$ cat src/rtl/sc_mul_rot_lfsr_if.sv
// Job handshake and data bus of the stochastic-computing multiplier.
// Latency: none (wires only); the owning controller drives the master side.
// Backpressure: start is only honoured while the multiplier is idle (busy=0, done=0).
//
// Port summary
//   start        job request, sampled on the rising edge of clk
//   mode         0 = unipolar (AND), 1 = bipolar (XNOR)
//   iA, iB       operands, WIDTH bits
//   iseedA/B     LFSR seeds, WIDTH bits (0 is treated as 1)
//   ilen         stream length in cycles, 2*WIDTH bits
//   busy         high while the stream is being sampled
//   done         one-cycle completion pulse
//   oC           ones count, valid from done until the next accepted start
interface sc_mul_rot_lfsr_if #(
    parameter int WIDTH = 8
);
    logic                 start;
    logic                 mode;
    logic [WIDTH-1:0]     iA;
    logic [WIDTH-1:0]     iB;
    logic [WIDTH-1:0]     iseedA;
    logic [WIDTH-1:0]     iseedB;
    logic [2*WIDTH-1:0]   ilen;
    logic                 busy;
    logic                 done;
    logic [2*WIDTH-1:0]   oC;

    // Controller side: issues jobs and collects results.
    modport master (
        output start,
        output mode,
        output iA,
        output iB,
        output iseedA,
        output iseedB,
        output ilen,
        input  busy,
        input  done,
        input  oC
    );

    // Multiplier side.
    modport slave (
        input  start,
        input  mode,
        input  iA,
        input  iB,
        input  iseedA,
        input  iseedB,
        input  ilen,
        output busy,
        output done,
        output oC
    );
endinterface

$ cat src/rtl/sc_mul_rot_lfsr.sv
// Stochastic multiplier: two LFSR-driven bitstreams, AND/XNOR combined, ones counted.
// Latency: accepted start -> ilen sampling cycles -> one-cycle done pulse (ilen+1 cycles).
// Backpressure: start is accepted only in IDLE; requests while busy or in DONE are dropped.
//
// Ports
//   clk   rising-edge clock for all state
//   rst   synchronous active-high reset; aborts any running job
//   bus   slave side of sc_mul_rot_lfsr_if (start/mode/operands/seeds/ilen in,
//         busy/done/oC out)
//
// LFSR B holds for one cycle at the end of every LFSR A period, so over
// (2^WIDTH-1)^2 cycles the pair (lfsrA, lfsrB) walks every combination of
// non-zero states exactly once.
module sc_mul_rot_lfsr #(
    parameter int WIDTH = 8
) (
    input  logic              clk,
    input  logic              rst,
    sc_mul_rot_lfsr_if.slave  bus
);

    // Feedback taps for a maximal-length Fibonacci LFSR of each legal width,
    // written as a 12-bit mask and trimmed to WIDTH.
    localparam logic [11:0] TAPS12 =
        (WIDTH == 4)  ? 12'h00C :   // 3,2
        (WIDTH == 5)  ? 12'h014 :   // 4,2
        (WIDTH == 6)  ? 12'h030 :   // 5,4
        (WIDTH == 7)  ? 12'h060 :   // 6,5
        (WIDTH == 8)  ? 12'h0B8 :   // 7,5,4,3
        (WIDTH == 9)  ? 12'h110 :   // 8,4
        (WIDTH == 10) ? 12'h240 :   // 9,6
        (WIDTH == 11) ? 12'h500 :   // 10,8
                        12'hE08;    // 12: 11,10,9,3
    localparam logic [WIDTH-1:0] TAPS = TAPS12[WIDTH-1:0];

    // Last value of the A-period counter (2^WIDTH - 2); B holds in that cycle.
    localparam logic [WIDTH-1:0] PCNT_LAST = {{(WIDTH-1){1'b1}}, 1'b0};

    localparam logic [WIDTH-1:0]   ONE_W  = {{(WIDTH-1){1'b0}}, 1'b1};
    localparam logic [2*WIDTH-1:0] ONE_2W = {{(2*WIDTH-1){1'b0}}, 1'b1};

    typedef enum logic [1:0] {
        S_IDLE = 2'd0,
        S_RUN  = 2'd1,
        S_DONE = 2'd2
    } state_t;

    state_t             state;

    // Job parameters captured at start.
    logic [WIDTH-1:0]   a_q;
    logic [WIDTH-1:0]   b_q;
    logic               mode_q;
    logic [2*WIDTH-1:0] len_q;

    // Stream generators and counters.
    logic [WIDTH-1:0]   lfsr_a;
    logic [WIDTH-1:0]   lfsr_b;
    logic [WIDTH-1:0]   pcnt;
    logic [2*WIDTH-1:0] cyc;
    logic [2*WIDTH-1:0] oc_q;

    // Registered handshake outputs.
    logic               busy_q;
    logic               done_q;

    // Combinational per-sample terms.
    logic               bit_a;
    logic               bit_b;
    logic               hit;
    logic [2*WIDTH-1:0] hit_ext;
    logic               pcnt_last;
    logic               last_sample;
    logic [WIDTH-1:0]   seed_a_fix;
    logic [WIDTH-1:0]   seed_b_fix;

    function automatic logic [WIDTH-1:0] lfsr_step(input logic [WIDTH-1:0] s);
        return {s[WIDTH-2:0], ^(s & TAPS)};
    endfunction

    // The all-zero state would lock the LFSR, so a zero seed becomes 1.
    assign seed_a_fix = (bus.iseedA == '0) ? ONE_W : bus.iseedA;
    assign seed_b_fix = (bus.iseedB == '0) ? ONE_W : bus.iseedB;

    // Operand-to-bit conversion: P(bit=1) = operand / 2^WIDTH over a period.
    assign bit_a   = (a_q > lfsr_a);
    assign bit_b   = (b_q > lfsr_b);
    assign hit     = mode_q ? ~(bit_a ^ bit_b) : (bit_a & bit_b);
    assign hit_ext = {{(2*WIDTH-1){1'b0}}, hit};

    assign pcnt_last   = (pcnt == PCNT_LAST);
    // Only evaluated in RUN, where len_q is known to be non-zero.
    assign last_sample = (cyc == (len_q - ONE_2W));

    always_ff @(posedge clk) begin
        if (rst) begin
            state  <= S_IDLE;
            a_q    <= '0;
            b_q    <= '0;
            mode_q <= 1'b0;
            len_q  <= '0;
            lfsr_a <= '0;
            lfsr_b <= '0;
            pcnt   <= '0;
            cyc    <= '0;
            oc_q   <= '0;
            busy_q <= 1'b0;
            done_q <= 1'b0;
        end else begin
            case (state)
                S_IDLE: begin
                    if (bus.start) begin
                        a_q    <= bus.iA;
                        b_q    <= bus.iB;
                        mode_q <= bus.mode;
                        len_q  <= bus.ilen;
                        lfsr_a <= seed_a_fix;
                        lfsr_b <= seed_b_fix;
                        pcnt   <= '0;
                        cyc    <= '0;
                        oc_q   <= '0;
                        // A zero-length job skips sampling and reports oC=0 at once.
                        if (bus.ilen != '0) begin
                            state  <= S_RUN;
                            busy_q <= 1'b1;
                        end else begin
                            state  <= S_DONE;
                            done_q <= 1'b1;
                        end
                    end
                end

                S_RUN: begin
                    oc_q   <= oc_q + hit_ext;
                    lfsr_a <= lfsr_step(lfsr_a);
                    // Holding B once per A period rotates the pairing each period.
                    if (!pcnt_last) begin
                        lfsr_b <= lfsr_step(lfsr_b);
                    end
                    pcnt <= pcnt_last ? '0 : (pcnt + ONE_W);
                    cyc  <= cyc + ONE_2W;
                    if (last_sample) begin
                        state  <= S_DONE;
                        busy_q <= 1'b0;
                        done_q <= 1'b1;
                    end
                end

                S_DONE: begin
                    // oC is left untouched so it stays readable until the next job.
                    state  <= S_IDLE;
                    done_q <= 1'b0;
                end

                default: begin
                    state  <= S_IDLE;
                    busy_q <= 1'b0;
                    done_q <= 1'b0;
                end
            endcase
        end
    end

    assign bus.busy = busy_q;
    assign bus.done = done_q;
    assign bus.oC   = oc_q;

endmodule

$ cat src/flat_wrapper.sv
// flat-port wrapper written by rule: the top's interface ports become plain ports
module sc_mul_rot_lfsr_flat 
#(
    parameter int WIDTH = 8
)
  (clk, rst, bus_start, bus_mode, bus_iA, bus_iB, bus_iseedA, bus_iseedB, bus_ilen, bus_busy, bus_done, bus_oC);
  sc_mul_rot_lfsr_if #(.WIDTH(WIDTH)) bus_i ();
  input  logic clk;
  input  logic rst;
  input wire logic [$bits(bus_i.start)-1:0] bus_start;
  input wire logic [$bits(bus_i.mode)-1:0] bus_mode;
  input wire logic [$bits(bus_i.iA)-1:0] bus_iA;
  input wire logic [$bits(bus_i.iB)-1:0] bus_iB;
  input wire logic [$bits(bus_i.iseedA)-1:0] bus_iseedA;
  input wire logic [$bits(bus_i.iseedB)-1:0] bus_iseedB;
  input wire logic [$bits(bus_i.ilen)-1:0] bus_ilen;
  output wire logic [$bits(bus_i.busy)-1:0] bus_busy;
  output wire logic [$bits(bus_i.done)-1:0] bus_done;
  output wire logic [$bits(bus_i.oC)-1:0] bus_oC;
  assign bus_i.start = bus_start;
  assign bus_i.mode = bus_mode;
  assign bus_i.iA = bus_iA;
  assign bus_i.iB = bus_iB;
  assign bus_i.iseedA = bus_iseedA;
  assign bus_i.iseedB = bus_iseedB;
  assign bus_i.ilen = bus_ilen;
  assign bus_busy = bus_i.busy;
  assign bus_done = bus_i.done;
  assign bus_oC = bus_i.oC;
  sc_mul_rot_lfsr #(.WIDTH(WIDTH)) u_core (.clk(clk), .rst(rst), .bus(bus_i));
endmodule
$ cat config.mk
export PLATFORM = sky130hd
export DESIGN_NAME = sc_mul_rot_lfsr_flat
export DESIGN_NICKNAME = d
export VERILOG_FILES = /design/src/rtl/sc_mul_rot_lfsr_if.sv /design/src/rtl/sc_mul_rot_lfsr.sv /design/src/flat_wrapper.sv
export SDC_FILE = /design/constraint.sdc
export NUM_CORES = 1
export LEC_CHECK = 0
export ABC_AREA = 1
export BUFFER_PORTS_ARGS = -buffer_cell sky130_fd_sc_hd__buf_2
export CAP_MARGIN = 10
export CORE_UTILIZATION = 30
export CTS_CLUSTER_SIZE = 16
export DETAILED_ROUTE_END_ITERATION = 6
export PLACE_DENSITY = 0.5
export SYNTH_ARGS = -nofsm -noshare
export SYNTH_HDL_FRONTEND = slang
export SYNTH_SLANG_ARGS = --single-unit
$ cat constraint.sdc
create_clock -name clk -period 6.2 [get_ports clk]
set_clock_uncertainty 0.2 [all_clocks]
set_input_delay 0.62 -clock clk [delete_from_list [all_inputs] [get_ports clk]]
set_output_delay 0.62 -clock clk [all_outputs]
set_load 0.05 [all_outputs]
==> impl_metrics.yaml, run 1 <==
die:
  die_width_um: 134
  start_util_pct: 31.1
  placeableCoreArea_um2: 16800
  rows: 47
  floorplan.die_area_um2: 17900
  ios: 70
  die_height_um: 134
cts:
  postCtsSetupRepairBufs: 0
  cts_resized: 0
  clock_path_buffers: 2
  clock-sinks: 93
  cts_root_buf: "clkbuf_16"
  htree_num_levels: 3
  cts_hold_buffers: 0
  cts_buffers: 9
  clock_latency_ps: 360
  path_clk_slew_ps: 70
  cts_tree: "yes"
routing:
  dr_total_vias: 4918
  wl_per_cell_um: 13.3
  routed_via_density: 4.77
  drt-total-wl_mm: 13.7
  dr.pass1.iters: 7
  drt-initial-drc-count: 232
  final_antenna_net_count: 0
  drc_errors: 0
timing:
  final-max-slew-violation-count: 0
  rsz0062_at_grt: "no"
  hold_ws_ps: 247
  finalWorstSetupSlack_ps: 2640
  fin_setup_tns_ps: 0
  fmax_mhz: 281
  slew_headroom_pct: 47.6
  period_needed_ps: 3560
  worst_pin_slew_ps: 785
  finalCritPeriodShare_pct: 57.4
  hold_violations: 0
  setup_viol: 0
synthesis:
  synthMuxAreaShare_pct: 0
  avgSynthCellArea_um2: 6.99
  synth-seq-area-share_pct: 35.7
  synth_cell_type_count: 44
  synth_top_family_by_area: "simple AND/OR/NAND/NOR gates"
  ys_seq_elements: 93
  synth-simple-area-share_pct: 29.0
  synth_cells: 746
  synthesis.nets: 821
  ys_warn_count: 0
  synth_compound_area_share_pct: 17.9
  syn_area_um2: 5220
  yosys.area_share.adder_pct: 5.52
  synthXorXnorAreaFrac_pct: 3.69
flow_run:
  cap_violations: 0
global_route:
  grt_max_degree: 44
  grt_pass1_vias: 4633
  grtUsageTotal_pct: 16.2
  antenna_found_initial: 0
  overflow: 0
  grt_pass1_wl_mm: 22.8
power_and_ir_drop:
  finalPower_mw: 1.93
  leakagePower_nw: 2.54
  max-vdd-ir-drop_mv: 0.148
  power_per_cell_area_nw_per_um2: 319
min_path:
  hold_class: "reg2reg"
  whs_path_depth: 2
  holdCritStartpoint: "u_core.bus.done"
layout:
  nets: 880
  final_layout_size_suffix_gt1_share_pct: 14.8
  area.growth.synth_to_final_pct: 16.1
  fin_area_um2: 6060
  final_cell_mix: "nand2_1, dfxtp_1, nor2_1"
  stdcell_count: 1030
  fin_util_pct: 36.1
  final_common_cell: "nand2_1"
  num-fill-cells: 1862
  antenna_cells: 0
worst_setup_path:
  crit_fanout: 4
  crit_required_ps: 6290
  worst-setup-path-type: "reg2reg"
  reg2reg_to: "u_core.bus.oC[15]"
  startpoint_type: "register"
  critPathBufInv: 4
  end_kind: "register"
  critPathSlowestCell: "dfxtp_1"
  cp_slowest_stage_delay_ps: 390
  rrSetupSlack_ps: 2640
  r2r-start: "u_core.lfsr_b[3]"
  r2r_cells: 21
  crit_top_cell: "inv_1"
  crit_chain: "inv_1, ha_1, nand2_1, o21ai_0, a21oi_1, nand3b_1, a31oi_1, ha_1, a21oi_1, ha_1, inv_1, nor3_1, inv_1, nor2_1, nand2_1, nor2_1, inv_1, nor2_1, o21ai_0, a21o_1, a21oi_1"
  path_delay_family: "compound AO/OA/AOI/OAI gates"
  endpoint: "u_core.bus.oC[15]"
  crit_cells: 21
  cp.arrival_ps: 3650
  critPathLaunch: "u_core.lfsr_b[3]"
status:
  status: "complete, no violations"
placement:
  post_dp_cell_area_um2: 5770
  dp.cells: 1014
  post-place-ws_ps: 2610
  hpwl_mm: 10.2
  gp_congestion: 0.749
  io_buffers: 69
-- how the worst min path moves through the flow --
| stage | endpoint | slack [ps] |
|---|---|---|
| floorplan | u_core.a_q[0] | 230 |
| global placement | u_core.bus.done | 240 |
| detailed placement | u_core.bus.done | 240 |
| CTS | u_core.bus.done | 250 |
| global route | u_core.bus.done | 270 |
| finish | u_core.bus.done | 250 |
-- layer usage --
metal	share of wire, %	wire length [µm]	global-route usage (%)
met5	0	0	0
met4	1.5	209	5.43
met3	3.3	457	2.95
met2	47	6390	27.0
met1	48	6630	20.9
-- worst reg2reg max path, stage by stage, from the launching register on --
cell,delay [ps]
dfxtp_1,390
inv_1,60
ha_1,290
nand2_1,60
o21ai_0,160
a21oi_1,80
nand3b_1,150
a31oi_1,220
ha_1,280
a21oi_1,240
ha_1,190
inv_1,50
nor3_1,130
inv_1,80
nor2_1,200
nand2_1,100
nor2_1,100
inv_1,60
nor2_1,100
o21ai_0,80
a21o_1,160
a21oi_1,100
-- where the power goes --
group          total (mW)  internal [mW]  leakage [nW]  switching, mW
Sequential          0.745          0.673         0.762         0.0721
Clock               0.554          0.282         0.140          0.272
Combinational       0.632          0.223          1.64          0.409
Total                1.93           1.18          2.54          0.753
-- logic make-up after synthesis --
| group | Yosys count |
|---|---|
| AO/OA/AOI/OAI | 168 |
| XOR/XNOR | 22 |
| adder cells (fa/ha/maj) | 23 |
| buffers and inverters | 111 |
| flip-flops | 93 |
| AND/OR/NAND/NOR | 329 |
-- sequential cells by signal (all words and copies together), names as in the netlist --
signal and flops:
u_core.cyc 16, u_core.pcnt 8, u_core.bus.done 1, u_core.len_q 16, u_core.bus.oC 16, u_core.lfsr_a 8
u_core.state 2, u_core.a_q 8, u_core.b_q 8, u_core.lfsr_b 8, u_core.bus.busy 1, u_core.mode_q 1
-- cells in the mapped netlist, drive strengths merged --
cell type  number  area (µm²)
nor2          101         443
a31oi          18         113
o21ai          76         380
nand2         153         597
nand3          31         170
a21o            2        15.0
clkinv          3        11.3
nand4           7        43.8
and2            3        18.8
xnor2          10        87.6
a221oi          9        78.8
dfxtp          93        1860
nor3           14        81.3
ha             23         288
buf             5        28.8
a21oi          54         270
o211a           1        10.0
xor2           12         105
clkbuf         21        80.1
o211ai          2        15.0
nor3b           1        12.5
inv            82         308
and3            1        6.26
a211o           1        8.76
o221ai          1        8.76
nand3b          5        37.5
nor4           10        81.3
or2             3        18.8
a211oi          4        35.0
-- cell type report --
cell class	count	area [µm²]	share of cell area (%)
Timing Repair Buffer	74	383	6.32
Inverter	85	319	5.27
Clock inverter	7	65.1	1.07
Multi-Input combinational cell	542	2930	48.3
Sequential cell	93	1860	30.7
Tap cell	220	275	4.54
Clock buffer	9	225	3.72
Power figures use the tool's default switching activity.
==> inputs of run 2 (changes only) <==
Settings changed: ABC_AREA 1 to 0, PLACE_DENSITY 0.5 to 0.52.
Clock period 6.2 ns to 3.09 ns, I/O delays scaled along.
==> impl_metrics.yaml, run 2 <==
power_and_ir_drop:
  leakagePower_nw: 2.53
  max-vdd-ir-drop_mv: 0.272
  switching_share_pct: 30.2
  power_frac_comb_pct: 25.2
  finalPower_mw: 3.43
  p_int_mw: 2.39
  p_sw_mw: 1.03
  power_per_cell_area_nw_per_um2: 547
  seq_power_share_pct: 39.9
  power_frac_clock_pct: 34.9
synthesis:
  synth-seq-area-share_pct: 37.3
  ys_seq_elements: 93
  synth_edf_count: 0
  synth_top_area_cell: "dfxtp_1"
  synthesis.nets: 724
  synthTopCellsByArea: "dfxtp_1, nand2_1, a21oi_1"
  ys_warn_count: 0
  synth_top_area_share_pct: 37.3
  synth_cell_type_count: 52
  avgSynthCellArea_um2: 7.70
  yosysMostFrequentCell: "nand2_1"
  synth_cells: 649
  syn_area_um2: 5000
  synthArstFlopShare_pct: 0
  ys.flop_type: "dfxtp_1"
  synth_common_cells: "nand2_1, dfxtp_1, nor2_1"
min_path:
  hold_class: "in2reg"
  whs_path_depth: 3
  hold_path_end: "u_core.len_q[13]"
  holdCritStartpoint: "bus_ilen[13]"
global_route:
  overflow: 0
  grt_pass1_vias: 4732
  grt_max_degree: 65
  grtUsageTotal_pct: 16.8
  grt_pass1_wl_mm: 22.5
  antenna_found_initial: 0
routing:
  final_antenna_net_count: 0
  routed_via_density: 5.06
  wl_per_cell_um: 14.2
  drc_errors: 0
  dr.pass1.iters: 4
  drt-total-wl_mm: 13.5
  dr_total_vias: 4825
  drt-initial-drc-count: 328
layout:
  nets: 808
  antenna_cells: 0
  area.growth.synth_to_final_pct: 25.3
  final_layout_size_suffix_gt1_share_pct: 20.4
  fin_util_pct: 39.0
  stdcell_count: 953
  final_common_cell: "nand2_1"
  final_cell_mix: "nand2_1, dfxtp_1, nor2_1"
worst_setup_path:
  r2r-start: "u_core.lfsr_b[1]"
  worst-setup-path-type: "reg2reg"
  rrSetupSlack_ps: -190
  reg2reg_to: "u_core.bus.oC[14]"
  crit_required_ps: 3170
  critPathLaunch: "u_core.lfsr_b[1]"
  r2r_cells: 17
  crit_fanout: 3
  cp.arrival_ps: 3360
  end_kind: "register"
  startpoint_type: "register"
cts:
  clock_path_buffers: 2
  htree_num_levels: 3
  cts_root_buf: "clkbuf_16"
  cts_tree: "yes"
  clock_latency_ps: 350
  cts_buffers: 9
  clock-sinks: 93
  path_clk_slew_ps: 70
timing:
  hold_ws_ps: 12.0
  hold_violations: 0
  slew_headroom_pct: 58.2
  fmax_mhz: 305
  final-max-slew-violation-count: 0
  rsz0062_at_grt: "yes"
  finalWorstSetupSlack_ps: -188
  setup_viol: 6
  period_needed_ps: 3280
  finalCritPeriodShare_pct: 106
  worst_pin_slew_ps: 621
placement:
  hpwl_mm: 9.64
  io_buffers: 69
  gp_congestion: 0.799
  post-place-ws_ps: -334
  dp.cells: 921
flow_run:
  cap_violations: 0
die:
  placeableCoreArea_um2: 16100
  floorplan.die_area_um2: 17200
  start_util_pct: 31.1
  die_height_um: 131
  rows: 46
  ios: 70
  die_width_um: 131
status:
  violations: "negative setup slack"
  status: "complete, but fails checks"
[run 2: cell types whose count changed after synthesis, moves of 14 or more]
| cell | delta |
|---|---|
| nand2_1 | -27 |
| a311oi_1 | +26 |
| inv_1 | -60 |
| o21ai_0 | -58 |
| nor2_1 | -14 |
[run 2: worst max-delay path, stage by stage (launching register included)]
cell      delay [ps]
dfxtp_2          330
inv_2             40
ha_4             200
nor2b_4          110
o21a_1           160
o21a_1           160
o21a_1           160
o21bai_1         120
a22oi_1           90
ha_1             290
a21oi_2          200
ha_2             220
nand4_1          150
buf_4            190
nor2_4           100
nand4_1          100
or2_4            250
a21oi_2          120
[run 2: per-stage QoR]
step	setup TNS, ps	cell area (µm²)
floorplan	-150	5010
detailed placement	-1000	5680
CTS	-821	6180
global placement	-590	5680
global route	-2010	6260
finish	-611	6260
[run 2: what timing repair did]
action / 4_1_cts / 5_1_grt
hold buffers: 11 / 0
endpoints found under the setup margin: 8 / 13
endpoints found under the hold margin: 11 / 0
gates resized for setup: 13 / 16
setup buffers: 4 / 2
pin swaps: 11 / 7
[run 2: worst max-delay path by stage]
| stage | end | slack, ps |
|---|---|---|
| after detailed placement | u_core.bus.oC[14] | -330 |
| after CTS | u_core.bus.oC[14] | -220 |
| final | u_core.bus.oC[14] | -190 |
| after global routing | u_core.bus.oC[10] | -350 |
| after global placement | u_core.bus.oC[14] | -230 |
| after floorplan | u_core.bus.oC[10] | -120 |
[run 2: layout make-up]
type / instances / area [µm²]
clock buffer: 11 / 243
clock inverter: 4 / 72.6
fill: 1643 / 9790
inverter: 21 / 78.8
multi-input combinational: 498 / 3030
sequential: 93 / 1870
tap: 216 / 270
timing repair buffer: 110 / 704
[run 2: power by group through the flow]
stage                     registers, mW  logic [mW]  clock network (mW)
after floorplan                    1.39       0.566                   0
after global routing               1.38       0.977                1.28
final                              1.37       0.864                1.19
after global placement             1.39       0.808                   0
after detailed placement           1.39       0.821                   0
after CTS                          1.37       0.855                1.23
[run 2: cells by family (layout without fill, tap and decap cells)]
logic type,count (synthesis),in the layout,share of synthesized area [%]
AOI/OAI and AO/OA,144,144,18.4
xor gates and xnor gates,36,36,6.31
muxes,3,3,0.651
and+or+nand+nor,292,292,27.1
adders and majority gates,23,23,5.76
buffers and inverters,58,146,4.51
DFF,93,93,37.3
[run 2: metal layers]
metal	global-route usage (%)	vias up	share of wire, %
met2	29.3	63	49
met1	20.8	2296	46
li1	-	2450	-
met3	2.15	16	2.4
met4	7.03	0	2.0
met5	0	-	0
